**src/rtl/intr_arbiter.sv**
```systemverilog
// Shares one CPU interrupt line among NumSrc level sources. Each source has a gateway
// and a pending latch. Offers are round-robin, and only one source is claimed at a time.
module intr_arbiter #(
  parameter int NumSrc = 8,
  parameter int IdW    = $clog2(NumSrc + 1)
) (
  input  logic              clk_i,
  input  logic              rst_i,
  input  logic [NumSrc-1:0] intr_src_i,
  input  logic [NumSrc-1:0] src_enable_i,
  output logic              irq_o,
  output logic [IdW-1:0]    irq_id_o,
  input  logic              claim_i,
  output logic [IdW-1:0]    claimed_id_o,
  input  logic              complete_i,
  input  logic [IdW-1:0]    complete_id_i,
  output logic [NumSrc-1:0] pending_o,
  output logic              err_o
);

  // Handshake: irq_o/irq_id_o hold an offer steady until a claim_i pulse accepts it.
  // The accepted ID stays on claimed_id_o until a complete_i pulse with a matching
  // complete_id_i ends the service. Any other pulse is dropped and flagged on err_o.
  typedef enum logic [1:0] {
    IDLE    = 2'd0,
    NOTIFY  = 2'd1,
    SERVICE = 2'd2
  } state_e;

  state_e              state_q, state_d;
  logic [NumSrc-1:0]   pending_q, pending_d;
  logic [NumSrc-1:0]   gate_open_q, gate_open_d;
  logic [IdW-1:0]      rr_ptr_q, rr_ptr_d;
  logic [IdW-1:0]      irq_id_q, irq_id_d;
  logic [IdW-1:0]      claimed_id_q, claimed_id_d;
  logic                irq_q, irq_d;
  logic                err_q, err_d;

  logic [NumSrc-1:0]   eligible;
  logic [NumSrc-1:0]   new_req;
  logic [2*NumSrc-1:0] elig_dbl;
  logic [NumSrc-1:0]   elig_rot;
  logic                any_eligible;
  logic [IdW-1:0]      winner_id;
  int                  pos;

  function automatic logic [NumSrc-1:0] id_mask(input logic [IdW-1:0] id);
    logic [NumSrc-1:0] m;
    m = '0;
    for (int i = 0; i < NumSrc; i++) begin
      if (int'(id) == i + 1) m[i] = 1'b1;
    end
    return m;
  endfunction

  assign eligible = pending_q & src_enable_i;
  assign new_req  = gate_open_q & src_enable_i & intr_src_i;

  // Rotate so that bit 0 is rr_ptr. The first set bit is then the round-robin winner.
  always_comb begin
    elig_dbl     = {eligible, eligible} >> rr_ptr_q;
    elig_rot     = elig_dbl[NumSrc-1:0];
    any_eligible = 1'b0;
    winner_id    = '0;
    pos          = 0;
    for (int k = 0; k < NumSrc; k++) begin
      if (!any_eligible && elig_rot[k]) begin
        any_eligible = 1'b1;
        pos          = int'(rr_ptr_q) + k;
        if (pos >= NumSrc) pos = pos - NumSrc;
        winner_id    = IdW'(pos + 1);
      end
    end
  end

  always_comb begin
    state_d      = state_q;
    pending_d    = pending_q | new_req;
    gate_open_d  = gate_open_q & ~new_req;
    rr_ptr_d     = rr_ptr_q;
    irq_d        = irq_q;
    irq_id_d     = irq_id_q;
    claimed_id_d = claimed_id_q;
    err_d        = 1'b0;
    unique case (state_q)
      IDLE: begin
        if (claim_i || complete_i) err_d = 1'b1;
        if (any_eligible) begin
          irq_d    = 1'b1;
          irq_id_d = winner_id;
          state_d  = NOTIFY;
        end
      end
      NOTIFY: begin
        if (complete_i) err_d = 1'b1;
        if (claim_i) begin
          pending_d    = pending_d & ~id_mask(irq_id_q);
          claimed_id_d = irq_id_q;
          rr_ptr_d     = (int'(irq_id_q) >= NumSrc) ? '0 : irq_id_q;
          irq_d        = 1'b0;
          irq_id_d     = '0;
          state_d      = SERVICE;
        end else if ((id_mask(irq_id_q) & src_enable_i) == '0) begin
          // The offered source was disabled, so withdraw the offer and arbitrate again.
          irq_d    = 1'b0;
          irq_id_d = '0;
          state_d  = IDLE;
        end
      end
      SERVICE: begin
        if (claim_i) err_d = 1'b1;
        if (complete_i) begin
          if (complete_id_i == claimed_id_q) begin
            gate_open_d  = gate_open_d | id_mask(claimed_id_q);
            claimed_id_d = '0;
            state_d      = IDLE;
          end else begin
            err_d = 1'b1;
          end
        end
      end
      default: begin
        state_d = IDLE;
      end
    endcase
  end

  always_ff @(posedge clk_i) begin
    if (rst_i) begin
      state_q      <= IDLE;
      pending_q    <= '0;
      gate_open_q  <= '1;
      rr_ptr_q     <= '0;
      irq_q        <= 1'b0;
      irq_id_q     <= '0;
      claimed_id_q <= '0;
      err_q        <= 1'b0;
    end else begin
      state_q      <= state_d;
      pending_q    <= pending_d;
      gate_open_q  <= gate_open_d;
      rr_ptr_q     <= rr_ptr_d;
      irq_q        <= irq_d;
      irq_id_q     <= irq_id_d;
      claimed_id_q <= claimed_id_d;
      err_q        <= err_d;
    end
  end

  assign irq_o        = irq_q;
  assign irq_id_o     = irq_id_q;
  assign claimed_id_o = claimed_id_q;
  assign pending_o    = pending_q;
  assign err_o        = err_q;

endmodule

```
**config.mk**
```make
export PLATFORM = sky130hd
export DESIGN_NAME = intr_arbiter
export DESIGN_NICKNAME = d
export VERILOG_FILES = /design/src/rtl/intr_arbiter.sv
export SDC_FILE = /design/constraint.sdc
export NUM_CORES = 1
export LEC_CHECK = 0
export BUFFER_PORTS_ARGS = -buffer_cell sky130_fd_sc_hd__buf_2
export CAP_MARGIN = 15
export CORE_ASPECT_RATIO = 0.6
export CORE_UTILIZATION = 62
export CTS_CLUSTER_DIAMETER = 60
export DETAILED_ROUTE_END_ITERATION = 6
export GPL_ROUTABILITY_DRIVEN = 0
export PLACE_DENSITY = 0.83
export REMOVE_ABC_BUFFERS = 1
export SYNTH_ARGS = -nofsm -noshare
export SYNTH_HDL_FRONTEND = slang
export SYNTH_SLANG_ARGS = --single-unit
```
**constraint.sdc**
```tcl
create_clock -name clk_i -period 4.1 [get_ports clk_i]
set_input_delay 0.205 -clock clk_i [delete_from_list [all_inputs] [get_ports clk_i]]
set_output_delay 0.205 -clock clk_i [all_outputs]
set_load 0.05 [all_outputs]
```
==> results of run 1 <==
## layer usage
layer / vias to the layer above / share of wire [%] / track usage, %
li1: 1523 / - / -
met1: 1542 / 43 / 58.40
met2: 315 / 40 / 55.32
met3: 24 / 16 / 12.57
met4: 0 / 1.1 / 6.576
met5: - / 0 / 0
## kinds of logic (layout without fill, tap and decap cells)
logic type / count (synthesis) / count (layout) / share of synthesized area, %
muxes: 15 / 15 / 8.169
adders and majority gates: 13 / 13 / 5.446
AOI/OAI and AO/OA: 126 / 126 / 30.12
xor gates and xnor gates: 13 / 13 / 3.812
buffers and inverters: 38 / 68 / 5.069
DFF: 32 / 32 / 21.45
and+or+nand+nor: 146 / 146 / 25.93
## per-stage QoR
step,hold slack (ps),cells,instance area [µm²],power (mW)
2_1_floorplan,274.1,359,2888,0.5868
3_3_place_gp,447.7,468,3209,0.6739
3_5_place_dp,457.3,468,3209,0.6809
4_1_cts,193.9,476,3336,1.014
5_1_grt,230.8,476,3336,1.061
6_report,193.5,476,3336,1.028
## sequential cells by signal (all words and copies together), names as in the netlist
name          count
claimed_id_o      4
err_o             1
gate_open_q       8
irq_id_o          4
irq_o             1
pending_o         8
rr_ptr_q          4
state_q           2
## cells in the final DEF (no fill, tap or decap), drive strengths merged, types with 7 or more instances in the layout
cell type   n
o22ai       7
dfxtp      32
ha         13
a31oi      15
clkbuf      7
mux4        7
xnor2       7
a211oi      8
nand2b      7
nand2      40
buf        46
nand3      18
nor2       24
a21oi      24
inv        13
nor3       12
o21ai      17
## cell type report
type                    count  share of cell area (%)
inverters                  14                   1.575
well taps                  63                   2.363
multi-input cells         313                   65.79
clock buffers               7                   2.888
flip-flops and latches     32                   19.20
repair buffers             46                   7.277
clock inverters             1                  0.9002
## how the worst max path moves through the flow
stage,start,endpoint,cells after the start,slack (ps)
finish,rr_ptr_q[0],irq_id_o[1],7,1190
global route,rr_ptr_q[0],irq_id_o[1],7,1010
CTS,rr_ptr_q[0],irq_id_o[1],7,1290
detailed placement,rr_ptr_q[0],irq_o,7,1340
global placement,rr_ptr_q[0],irq_o,7,1420
floorplan,rr_ptr_q[0],irq_o,7,1130
## report_power, final
part / switching, mW / internal (mW) / total, mW
Combinational: 0.208 / 0.108 / 0.316
Clock: 0.124 / 0.215 / 0.338
Sequential: 0.0380 / 0.336 / 0.374
## worst reg2reg max path: stages, from the launching register on
cell and delay, ps:
dfxtp_1 440, inv_2 340, mux4_2 630, o211ai_1 370, nand4_1 300, nor4_1 240, o21ai_0 220, o22ai_1 270
==> flow_summary.toml, run 1 <==
[floorplan]
dieArea_um2 = 5108
rows = 19
core_um2 = 4588
start_util_pct = 65.09
io_pins = 42
die_w_um = 91.60
die_h_um = 55.76

[final_layout]
area_growth_pct = 11.69
num-nets-final = 449
fillers = 375
seqCellArea_um2 = 640.6
final_util_pct = 72.70
antenna_cells = 0
multi_input_area_um2 = 2195
drive_above_1_share_pct = 18.16

[clocking]
clock_latency_ps = 280
clockRootBuffer = "clkbuf_8"
h-tree-depth = 2
cts_buffers = 5
clk_path_buf_depth = 2
cts_tree = "built"
clkTransAtPathRegs_ps = 70
cts.repair.resized = 0
cts_hold_buf = 0
cts_setup_buffers = 0
cts.sinks = 32

[setup_path]
slowest_stage = "mux4_2"
r2r_cells = 7
worstPathArrival_ps = 3100
crit_type = "flip-flop to flip-flop"
cp_slowest_stage_delay_ps = 630
r2r-start = "rr_ptr_q[0]"
cp.required_ps = 4290
crit_path_end_kind = "flip-flop"
path_delay_family = "compound AO/OA/AOI/OAI gates"
crit_fanout = 15
cp_cell_sequence = "inv_2 > mux4_2 > o211ai_1 > nand4_1 > nor4_1 > o21ai_0 > o22ai_1"
rrSetupSlack_ps = 1190
cp-start-kind = "flip-flop"
timing.rr.end = "irq_id_o[1]"
path_buf_inv = 1

[routing]
dr.pass1.iters = 7
avgRoutedWirePerCell_um = 20.51
ant_nets = 0
routed_wl_um = 9763
dr_total_vias = 3404
avgViaCountPerCell = 7.151
drc = 0
first_iter_violations = 495

[hold_path]
min_to = "err_o"
hold_depth = 3
hold_class = "primary input to flip-flop"
worstHoldStart = "complete_i"

[logic_synthesis]
syn_avg_cell_area_um2 = 7.798
yosysWarnings = 0
synth_flop_cell = "dfxtp_1"
ys_ff_latch = 32
synth_seq_area_share_pct = 21.45
yosysTopAreaCell = "dfxtp_1"
yosysMostFrequentCell = "nand2_1"
synthArstFlopShare_pct = 0
synthTopCellsByCount = "nand2_1 (40), dfxtp_1 (32), a21oi_1 (24), nor2_1 (24), nand3_1 (18)"
synth.area.top_cells = "dfxtp_1 (21%), ha_1 (5.4%), mux4_2 (5.3%), nand2_1 (5.0%), a21oi_1 (4.0%)"
synth_cells = 383
ys_types = 69
synth_area_um2 = 2987
synth_edf_count = 0
yosys.area.top_type_share_pct = 21.45

[grt]
grt_pass1_wl_um = 15670
antenna_found_initial = 0
grt_overflow = 0
grtUsageTotal_pct = 39.16
grt_pass1_vias = 3064
grt_start_max_net_pins = 30

[power]
irDropWorstVdd_mv = 0.2932
p_leak_nw = 1.291
powerDensity_nw_per_um2 = 308.1

[timing]
slew_headroom_pct = 47.71
period_share_pct = 70.93
finalHoldViolCount = 0
setup_tns_ps = 0
setup_slack_ps = 1192
setup_viol_count_final = 0
rsz0062_at_grt = "no"
fin_crit_ps = 2908
drv_slew = 0
tightest_slew_ps = 778.3
fin_skew_ps = 3.352
fmax_ghz = 0.3439

[place]
place_ws_ps = 1343
port_buffers = 41
dp_hpwl_um = 7341

[flow_run]
drv_cap = 0

[run_status]
status = "complete, no violations"
(Power assumes the default switching activity.)
==> run 2: changes to the inputs <==
ABC_AREA = 1   (was default)
CORE_UTILIZATION = 58   (was 62)
PLACE_DENSITY = 0.79   (was 0.83)
clock period = 2.9 ns   (was 4.1 ns; I/O delays follow)
==> run 2 against run 1 <==
Against the previous run:
- sequential share of layout area up 1.1 points
- worst hold slack worse by 57 ps
- core utilization decreased by 4.3 points
- die area rose by 0.61%
- wire length down 15%
- synthesized area fell by 5.9%
- first-iteration DRC count is 20% lower
- final area decreased by 5.5%
- clock skew is 3.3 ps higher
- critical path depth grew 8
==> flow_summary.toml, run 2 <==
[run_status]
status = "complete, no violations"

[timing]
drv_slew = 0
setup_slack_ps = 471.0
fmax_ghz = 0.4117
rsz0062_at_grt = "no"
fin_skew_ps = 6.695
setup_tns_ps = 0
tightest_slew_ps = 743.8
fin_crit_ps = 2429
setup_viol_count_final = 0
finalHoldViolCount = 0
period_share_pct = 83.76
slew_headroom_pct = 49.77

[setup_path]
timing.rr.end = "irq_id_o[1]"
slowest_stage = "dfxtp_1"
crit_fanout = 17
cp-startpoint = "rr_ptr_q[0]"
cp-start-kind = "flip-flop"
cp.required_ps = 3050
crit_path_end_kind = "flip-flop"
worstPathArrival_ps = 2580
crit_type = "flip-flop to flip-flop"
crit_end = "irq_id_o[1]"
rrSetupSlack_ps = 470
cp_cell_sequence = "inv_6 > nand3_1 > nand3_1 > nand2_1 > nand2_1 > nand3_2 > nand2_2 > nor2_2 > nand2_2 > nor2_4 > nand4_2 > nor2_1 > nor2_1 > nand2_1 > a21oi_1"
cp_slowest_stage_delay_ps = 590
r2r-start = "rr_ptr_q[0]"
cp_common_cell = "nand2_1"
r2r_cells = 15

[logic_synthesis]
synth_cells = 439
ys_ff_latch = 32
yosysWarnings = 0
synth_area_um2 = 2811
synthArstFlopShare_pct = 0
synth_flop_cell = "dfxtp_1"
synthTopCellsByCount = "nand2_1 (107), nand3_1 (58), inv_1 (50)"
synth_seq_area_share_pct = 22.79
synth_edf_count = 0
synth.area.top_cells = "dfxtp_1 (23%), nand2_1 (14%), nand3_1 (10%), inv_1 (6.7%), ha_1 (5.8%)"
yosysTopAreaCell = "dfxtp_1"
yosys.area.top_type_share_pct = 22.79
yosysMostFrequentCell = "nand2_1"
ys_types = 41
syn_avg_cell_area_um2 = 6.404

[power]
powerDensity_nw_per_um2 = 750.0
power.total_mw = 2.365
p_leak_nw = 1.469
irDropWorstVdd_mv = 0.7580

[clocking]
clkTransAtPathRegs_ps = 70
clockRootBuffer = "clkbuf_8"
clk_path_buf_depth = 2
h-tree-depth = 2
clock_latency_ps = 290
cts_setup_buffers = 0
cts.sinks = 32
cts.repair.resized = 0
cts_tree = "built"
cts_buffers = 5
cts_hold_buf = 0

[routing]
ant_nets = 0
dr_total_vias = 3154
drc = 0
first_iter_violations = 398
routed_wl_um = 8326
dr.pass1.iters = 6
avgRoutedWirePerCell_um = 15.36
avgViaCountPerCell = 5.819

[place]
place_ws_ps = 591.1
port_buffers = 41
dp_hpwl_um = 6537
place_area_um2 = 3042

[grt]
grt_pass1_wl_um = 13370
antenna_found_initial = 0
grt_start_max_net_pins = 29
grtUsageTotal_pct = 33.27
grt_pass1_vias = 2681
grt_overflow = 0

[final_layout]
area_growth_pct = 12.15
final_cell_mix = "nand2_1 (107), nand3_1 (58), inv_1 (50), buf_2 (41), nor2_1 (38)"
layout.cells.most_common = "nand2_1"
antenna_cells = 0
drive_above_1_share_pct = 17.95
fillers = 437
final_cell_area_um2 = 3153
num-nets-final = 515

[floorplan]
dieArea_um2 = 5139
die_w_um = 91.88
io_pins = 42
start_util_pct = 60.96
core_um2 = 4612
die_h_um = 55.93
rows = 19

[hold_path]
hold_depth = 3
hold_class = "primary input to flip-flop"

[flow_run]
drv_cap = 0
run 2: cell types whose count changed in the layout (fill, tap and decap cells not counted), sizes merged, moves of 9 or more:
cell,previous run,this run
inv,13,54
nor2,24,43
nand2,40,114
nand3,18,69
a31oi,15,0
nand4,2,11
nor3,12,2
run 2: worst min-delay path by stage:
stage / slack, ps / from / end
global route: 140 / claim_i / err_o
finish: 140 / claim_i / err_o
detailed placement: 440 / claim_i / err_o
global placement: 430 / claim_i / err_o
CTS: 140 / claim_i / err_o
floorplan: 210 / rst_i / claimed_id_o[0]
run 2: cell type report:
| type | instances | area [µm²] | area share [%] |
|---|---|---|---|
| Clock buffer | 5 | 68.82 | 2.183 |
| Tap cell | 63 | 78.83 | 2.500 |
| Timing Repair Buffer | 46 | 242.7 | 7.698 |
| Clock inverter | 3 | 42.54 | 1.349 |
| Sequential cell | 32 | 640.6 | 20.32 |
| Inverter | 55 | 211.5 | 6.706 |
| Multi-Input combinational cell | 338 | 1868 | 59.25 |
run 2: layer usage:
layer	GRT usage [%]	vias to the layer above	part of all wire (%)
met5	0	-	0
met1	52.83	1418	48
li1	-	1535	-
met2	42.86	187	38
met3	11.61	14	13
met4	4.018	0	0.58
run 2: critical path: cells and delay by family (launching register included):
| kind | cells | cell delay [ps] |
|---|---|---|
| flip-flops | 1 | 590 |
| AND/OR/NAND/NOR | 13 | 1470 |
| buffers and inverters | 1 | 150 |
| AO/OA/AOI/OAI | 1 | 60 |
run 2: cell families after synthesis:
logic type	Yosys count	share of synthesized area, %
buffers and inverters	69	10.77
AO/OA/AOI/OAI	66	13.53
XOR/XNOR	16	4.984
flip-flops	32	22.79
adder cells (fa/ha/maj)	13	5.786
AND/OR/NAND/NOR	243	42.15
run 2: stage by stage:
step | utilization, % | hold slack [ps] | instances
2_1_floorplan | - | 214.1 | 425
3_3_place_gp | 65.95 | 431.6 | 534
3_5_place_dp | 65.95 | 436.0 | 534
4_1_cts | 68.37 | 136.2 | 542
5_1_grt | 68.37 | 142.6 | 542
6_report | 68.37 | 136.8 | 542
run 2: power breakdown:
part	switching, mW	internal [mW]
Sequential	0.109	0.511
Combinational	0.924	0.388
Clock	0.179	0.254
Total	1.21	1.15
